==> src/rtl/recv_frame_bram_if.sv <==
// recv_frame_bram_if: AXI-Stream input and BRAM write bus of the frame receiver
//   s_tdata/s_tvalid/s_tlast/s_tready : AXIS beat {im, re}, re in the low half
//   bram_data/bram_addr/bram_we       : registered BRAM write port
//   master modport = stream source / BRAM sink, slave modport = receiver
interface recv_frame_bram_if #(
  parameter int DATA_W = 16,
  parameter int ADDR_W = 13
);
  logic [2*DATA_W-1:0] s_tdata;
  logic                s_tvalid;
  logic                s_tready;
  logic                s_tlast;
  logic [2*DATA_W-1:0] bram_data;
  logic [ADDR_W-1:0]   bram_addr;
  logic                bram_we;
  modport master (output s_tdata, s_tvalid, s_tlast, input s_tready, bram_data, bram_addr, bram_we);
  modport slave  (input s_tdata, s_tvalid, s_tlast, output s_tready, bram_data, bram_addr, bram_we);
endinterface

==> src/rtl/recv_frame_bram.sv <==
// recv_frame_bram: receives one complex AXIS frame of run-time length into a BRAM
//   aclk, areset (async, active-high)
//   n_len/conj/rev/start : frame request, sampled on an accepted start
//   busy/done/err_len    : status; err_len is sticky until the next accepted start
//   s                    : AXIS input and registered BRAM write port (slave modport)
//   RECV_FRAME_SAT_EN    : when defined, conjugation saturates instead of wrapping
module recv_frame_bram #(
  parameter int DATA_W = 16,
  parameter int ADDR_W = 13
) (
  input  logic              aclk,
  input  logic              areset,
  input  logic [ADDR_W-1:0] n_len,
  input  logic              conj,
  input  logic              rev,
  input  logic              start,
  output logic              busy,
  output logic              done,
  output logic              err_len,
  recv_frame_bram_if.slave  s
);
  typedef enum logic {IDLE, READ} state_t;
  state_t state_q, state_d;
  logic [ADDR_W-1:0] idx_q, idx_d, n_len_q, n_len_d, addr_q, addr_d;
  logic [2*DATA_W-1:0] data_q, data_d;
  logic conj_q, conj_d, rev_q, rev_d, err_q, err_d, done_q, done_d, we_q, we_d;
  logic last;
  logic signed [DATA_W-1:0] im, im_neg;
  assign im = s.s_tdata[2*DATA_W-1:DATA_W];
`ifdef RECV_FRAME_SAT_EN
  // -(-2^(W-1)) is not representable; clamp to the largest positive value
  assign im_neg = (im == {1'b1, {(DATA_W-1){1'b0}}}) ? {1'b0, {(DATA_W-1){1'b1}}} : -im;
`else
  assign im_neg = -im;
`endif
  assign last = idx_q == n_len_q - 1'b1;
  assign s.s_tready = state_q == READ;
  assign busy = state_q == READ;
  assign done = done_q;
  assign err_len = err_q;
  assign s.bram_we = we_q;
  assign s.bram_addr = addr_q;
  assign s.bram_data = data_q;
  always_comb begin
    state_d = state_q;
    idx_d = idx_q;
    n_len_d = n_len_q;
    conj_d = conj_q;
    rev_d = rev_q;
    err_d = err_q;
    addr_d = addr_q;
    data_d = data_q;
    done_d = 1'b0;
    we_d = 1'b0;
    if (state_q == IDLE && start) begin
      if (n_len != '0) begin
        n_len_d = n_len;
        conj_d = conj;
        rev_d = rev;
        err_d = 1'b0;
        idx_d = '0;
        state_d = READ;
      end else begin
        err_d = 1'b1;
        done_d = 1'b1;
      end
    end
    if (state_q == READ && s.s_tvalid) begin
      we_d = 1'b1;
      addr_d = rev_q ? n_len_q - 1'b1 - idx_q : idx_q;
      data_d = {conj_q ? im_neg : im, s.s_tdata[DATA_W-1:0]};
      idx_d = idx_q + 1'b1;
      // tlast is only checked; the frame always runs to n_len_q beats
      if (s.s_tlast != last) err_d = 1'b1;
      if (last) begin
        state_d = IDLE;
        done_d = 1'b1;
      end
    end
  end
  always_ff @(posedge aclk or posedge areset) begin
    if (areset) begin
      state_q <= IDLE;
      idx_q <= '0;
      n_len_q <= '0;
      conj_q <= 1'b0;
      rev_q <= 1'b0;
      err_q <= 1'b0;
      done_q <= 1'b0;
      we_q <= 1'b0;
      addr_q <= '0;
      data_q <= '0;
    end else begin
      state_q <= state_d;
      idx_q <= idx_d;
      n_len_q <= n_len_d;
      conj_q <= conj_d;
      rev_q <= rev_d;
      err_q <= err_d;
      done_q <= done_d;
      we_q <= we_d;
      addr_q <= addr_d;
      data_q <= data_d;
    end
  end
endmodule

==> src/flat_wrapper.sv <==
// flat-port wrapper written by rule: the top's interface ports become plain ports
module recv_frame_bram_flat 
#(
  parameter int DATA_W = 16,
  parameter int ADDR_W = 13
)
  (aclk, areset, n_len, conj, rev, start, busy, done, err_len, s_s_tdata, s_s_tvalid, s_s_tlast, s_s_tready, s_bram_data, s_bram_addr, s_bram_we);
  recv_frame_bram_if #(.DATA_W(DATA_W), .ADDR_W(ADDR_W)) s_i ();
  input  logic aclk;
  input  logic areset;
  input  logic [ADDR_W-1:0] n_len;
  input  logic conj;
  input  logic rev;
  input  logic start;
  output logic busy;
  output logic done;
  output logic err_len;
  input wire logic [$bits(s_i.s_tdata)-1:0] s_s_tdata;
  input wire logic [$bits(s_i.s_tvalid)-1:0] s_s_tvalid;
  input wire logic [$bits(s_i.s_tlast)-1:0] s_s_tlast;
  output wire logic [$bits(s_i.s_tready)-1:0] s_s_tready;
  output wire logic [$bits(s_i.bram_data)-1:0] s_bram_data;
  output wire logic [$bits(s_i.bram_addr)-1:0] s_bram_addr;
  output wire logic [$bits(s_i.bram_we)-1:0] s_bram_we;
  assign s_i.s_tdata = s_s_tdata;
  assign s_i.s_tvalid = s_s_tvalid;
  assign s_i.s_tlast = s_s_tlast;
  assign s_s_tready = s_i.s_tready;
  assign s_bram_data = s_i.bram_data;
  assign s_bram_addr = s_i.bram_addr;
  assign s_bram_we = s_i.bram_we;
  recv_frame_bram #(.DATA_W(DATA_W), .ADDR_W(ADDR_W)) u_core (.aclk(aclk), .areset(areset), .n_len(n_len), .conj(conj), .rev(rev), .start(start), .busy(busy), .done(done), .err_len(err_len), .s(s_i));
endmodule
==> config.mk <==
export PLATFORM = sky130hd
export DESIGN_NAME = recv_frame_bram_flat
export DESIGN_NICKNAME = d
export VERILOG_FILES = /design/src/rtl/recv_frame_bram_if.sv /design/src/rtl/recv_frame_bram.sv /design/src/flat_wrapper.sv
export SDC_FILE = /design/constraint.sdc
export NUM_CORES = 1
export LEC_CHECK = 0
export CAP_MARGIN = 20
export CORE_MARGIN = 2
export CORE_UTILIZATION = 50
export DETAILED_ROUTE_END_ITERATION = 12
export PLACE_DENSITY = 0.81
export SKIP_CTS_REPAIR_TIMING = 1
export SYNTH_ARGS = -nofsm -noshare
export SYNTH_HDL_FRONTEND = slang
export SYNTH_SLANG_ARGS = --single-unit
==> constraint.sdc <==
create_clock -name aclk -period 3.6 [get_ports aclk]
set_input_delay 0.9 -clock aclk [delete_from_list [all_inputs] [get_ports aclk]]
set_output_delay 0.9 -clock aclk [all_outputs]
set_load 0.01 [all_outputs]
# --- Yosys cells after proc, flatten, opt, wreduce, memory -nomap -nowiden ---
# Index checks and enable logic that the tools add are counted.
op_classes:
  add_sub_neg: 4
  n_eq_ne: 2
  mux: 17
  bitwise_logic: 1
  n_reduce_logical: 7
op_table:
  columns: ["operator", "count"]
  rows:
  - ["2-to-1 mux 13 bit", 4]
  - ["2-to-1 mux 16 bit", 1]
  - ["negation 16 bit", 1]
  - ["adder 13 x 1 -> 13 bit, second input constant", 1]
  - ["== test 13 bit", 1]
  - ["nonzero test 13 bit", 1]
  - ["subtractor 13 x 1 -> 13 bit, second input constant", 1]
  - ["subtractor 13 bit", 1]
  - ["2-to-1 mux 1 bit", 12]
  - ["AND reduction 2 bit", 2]
  - ["nonzero test 2 bit", 2]
  - ["logical AND 1 bit", 2]
  - ["inequality test 1 bit", 1]
  - ["inverter 1 bit", 1]
totals:
  regBits: 77
  in_bits: 52
  out_inout_bits: 50
  wordCells: 41

# --- Longest topological paths before layout ---
logic_depth:
  depth_word: 5
  ltp_mapped: 13

# --- Worst setup path before layout ---
# No wires, ideal clock.
synth_timing:
  kind: "flip-flop to flip-flop"
  start: "register u_core.n_len_q[0]"
  end: "register u_core.addr_q[11] (netlist: u_core.s.bram_addr[11])"
  setup_ps: 69
  arrival_ps: 2694
  path_slack_ps: 837
  stages_incl_launch_ff: 13
  n_path_buf: 1
  cell_sequence: "dfrtp_1 > inv_1 > ha_1 > or4b_1 > buf_2 > o41ai_1 > o21ai_0 > ha_1 > nand2_1 > nor2_1 > and3_1 > or4_1 > nand3_1"
synth_between:
  elab_chain_len: 3
synth_lines:
  columns: ["item", "line", "source"]
  rows:
  - ["start: declaration", "recv_frame_bram.sv:24", "logic [ADDR_W-1:0] idx_q, idx_d, n_len_q, n_len_d, addr_q, addr_d;"]
  - ["start signal: assignment", "recv_frame_bram.sv:96", "n_len_q <= n_len_d;"]
  - ["subtractor 13 x 1 -> 13 bit", "recv_frame_bram.sv:70", "addr_d = rev_q ? n_len_q - 1'b1 - idx_q : idx_q;"]
  - ["subtractor 13 bit", "recv_frame_bram.sv:70", null]
  - ["2-to-1 mux 13 bit", "recv_frame_bram.sv:70", null]
  - ["end signal: assignment", "recv_frame_bram.sv:102", "addr_q <= addr_d;"]
  - ["end: declaration", "recv_frame_bram.sv:24", null]
# No other way between the ends.
# A chain may end at the register's enable or synchronous reset.

# --- Worst setup path in the final report ---
layout_timing:
  start: "register u_core.n_len_q[0]"
  end: "register u_core.err_q (netlist: u_core.err_len)"
layout_between:
  elab_chain_len: 5
layout_lines:
  columns: ["item", "line", "source"]
  rows:
  - ["subtractor 13 x 1 -> 13 bit", "recv_frame_bram.sv:36", "assign last = idx_q == n_len_q - 1'b1;"]
  - ["== test 13 bit", "recv_frame_bram.sv:36", null]
  - ["inequality test 1 bit", "recv_frame_bram.sv:74", "if (s.s_tlast != last) err_d = 1'b1;"]
  - ["2-to-1 mux 1 bit", "recv_frame_bram.sv:74", null]
  - ["2-to-1 mux 1 bit", "recv_frame_bram.sv:68", "if (state_q == READ && s.s_tvalid) begin"]
  - ["via u_core.err_d", "recv_frame_bram.sv:26", "logic conj_q, conj_d, rev_q, rev_d, err_q, err_d, done_q, done_d, we_q, we_d;"]
  - ["end signal: assignment", "recv_frame_bram.sv:99", "err_q <= err_d;"]
  - ["end: declaration", "recv_frame_bram.sv:26", null]
# The timed path passes the listed nets, and every way through them passes these cells.

==> results.md <==
* Outcome: completed
* Global-route total usage across every layer at 0.232
* Flop pwr share at 0.363
* Nature of the critical path endpoint: register
* Overflow after GRT at 0
* Vias at 3731
* Final slew viol count at 0
* Slew headroom at 0.527
* Rows at 33
* Synth area leader: dfrtp_1
* Tightest Pin Transition at 708 ps
* Maximum vdd drop at 0.322 mV
* Commonest non-fill, non-tap cell in the layout: nand2_1
* Largest cells by area after synthesis: dfrtp_1, nand2_1, o21ai_0
* First-pass GRT wire length at 16500 µm
* P_sw at 0.00110 W
* Hold Vio Cnt, Final at 0
* Worst hold margin at 478 ps
* Later-pin clock latency in the skew report at 360 ps
* Crit start category: register
* Sum Neg Setup Slack at 0 ps
* Crit path max fanout at 6
* F_max at 314 MHz
* Vias per Instance at 5.49
* DP Wirelength at 7240 µm
* Final setup fails at 0
* Core ar. at 0.00818 mm²
* Worst-path clk slew at 80 ps
* Width of the die at 95.5 µm
* Clock power share at 0.257
* Crit path DAT at 3390 ps
* Leak at 2.48 nW
* CTS tree: built
* RSZ-0062 raised after global routing: false
* Initial Utilization at 0.513
* Starting DRT DRC Count at 238
* Avg Cell Area, Syn at 8.88 µm²
* Syn Inst Count at 472
* Switching part of the total at 0.342
* Req. time, crit path at 3810 ps
* Post-synth top area share at 0.460
* Ys flop type: dfrtp_1
* Die Y at 95.5 µm
* Clk_skew at 12.0 ps
* Pwr/cell area at 577 mW/mm²
* Largest net degree at the start of global routing at 73
* Clock Root Buffer: clkbuf_8
* Post-route minimum period at 3190 ps
* Mapped Area at 0.00419 mm²
* Port buffer count at 101
* H-tree depth at 3
* Per-cell routed wire length at 14.4 µm
* Number of global-route vias before repair at 3580
* EDFF count, synth at 0
* Synthesis-to-layout area growth at 32.8%
* # Max-Cap Violations at 0
* Drt drc at 0
* ANT cells at 0
* Most frequent cells in the layout: nand2_1, clkdlybuf4s50_1, dfrtp_1
* Async SR Flop Fraction at 1.00
* Seq/Total Area, Yosys at 0.460
* Max Root-Sink Buffers at 2
* First-pass DRT Iterations at 5
* Initial antenna violation count at 0
* # IOs at 102
* Seq cells post-synth at 77
* Clock sinks at 77
* Logic gate share of total power at 0.380
* Share of cells above drive strength 1 at 0.0679
* Total wire length at 9800 µm
* CTS buffer count at 9
* WS Path Type: reg -> reg
* Internal Pwr Total at 0.00211 W
* Fin crit share at 0.885
* Hold Path Class: reg -> reg
* Final antenna-violating net count at 0
* Yosys synthesis warning count at 0
* Final Wtd Congestion at 0.895
* Post-synth cell types at 44
* Nets at 637
* Die area at 0.00913 mm²
* Net Count, Synth at 540
-- power by group through the flow --
stage	Clock, W	Combinational, W	Sequential, W
after floorplan	0	0.000733	0.00118
after global placement	0	0.00116	0.00117
after detailed placement	0	0.00120	0.00118
after CTS	0.000834	0.00121	0.00116
after global routing	0.000870	0.00136	0.00119
final	0.000827	0.00122	0.00116
-- critical path, cell delays in order, from the launching register on --
cell and delay (ps):
dfrtp_1 410, inv_1 70, ha_1 190, or4b_1 560, o41ai_1 280, o21ai_0 180
ha_1 390, nand2_1 130, nor2_1 160, and3_1 220, nand4_2 150, xor2_1 160
o221ai_1 140
-- area by class of cell --
| cell class | instances | area [µm²] |
|---|---|---|
| fillers | 659 | 2610 |
| repair buffers | 107 | 1070 |
| clock inverters | 5 | 106 |
| well taps | 105 | 131 |
| clock buffers | 11 | 151 |
| flip-flops and latches | 77 | 1930 |
| multi-input cells | 351 | 2100 |
| inverters | 23 | 86.3 |
-- cell usage after synthesis (all sizes together), types with 4 or more instances --
| master | number |
|---|---|
| nor4 | 4 |
| buf | 8 |
| dfrtp | 77 |
| xnor2 | 9 |
| nor3 | 11 |
| nand4 | 6 |
| nand2 | 114 |
| o31ai | 6 |
| clkbuf | 13 |
| xor2 | 24 |
| inv | 23 |
| ha | 15 |
| nand3 | 11 |
| a31oi | 6 |
| o41ai | 4 |
| nor2 | 15 |
| and3 | 7 |
| mux2 | 10 |
| o21ai | 61 |
| a21oi | 12 |
| mux2i | 6 |
-- path summary, 6_finish.rpt --
kind                                        from                      to  slack, ps  cells past startpoint
min in group asynchronous                 areset  u_core.s.bram_data[21]        960                      2
setup / recovery               u_core.n_len_q[0]          u_core.err_len        410                     12
setup reg to reg               u_core.n_len_q[0]          u_core.err_len        410                     12
hold / removal             u_core.s.bram_data[7]   u_core.s.bram_data[7]        480                      2
hold reg to reg            u_core.s.bram_data[7]   u_core.s.bram_data[7]        480                      2
max in group asynchronous                 areset   u_core.s.bram_addr[3]       1960                      3
-- flip-flops by register name, indices dropped and copies added, names as in the netlist, 13 cells and up --
register	cells
u_core.s.bram_addr	13
u_core.idx_q	13
u_core.s.bram_data	32
u_core.n_len_q	13
-- through the flow --
step | cells | instance area, µm² | total power (W) | setup WS, ps | utilization
3_5_place_dp | 663 | 5310 | 0.00238 | 423 | 0.649
2_1_floorplan | 472 | 4190 | 0.00191 | 733 | -
3_3_place_gp | 663 | 5310 | 0.00233 | 605 | 0.649
5_1_grt | 679 | 5570 | 0.00341 | 189 | 0.681
6_report | 679 | 5570 | 0.00321 | 414 | 0.681
4_1_cts | 679 | 5570 | 0.00321 | 394 | 0.681
-- metal layers --
layer / global-route usage / share of wire / up-vias / wire length, µm
met5: 0 / 0 / - / 0
met4: 0.0940 / 0.019 / 0 / 191
met3: 0.0427 / 0.060 / 23 / 587
met2: 0.393 / 0.48 / 152 / 4750
met1: 0.292 / 0.44 / 1739 / 4280
li1: - / - / 1817 / -
-- cells by family after synthesis --
family	count (synthesis)	share of synthesized area
simple gates	182	0.196
compound gates	104	0.144
flops	77	0.460
buf+inv	44	0.0406
xor+xnor	33	0.0690
mux	16	0.0412
fa+ha+maj	16	0.0496
Note: power is estimated with default switching activity, not from simulation.
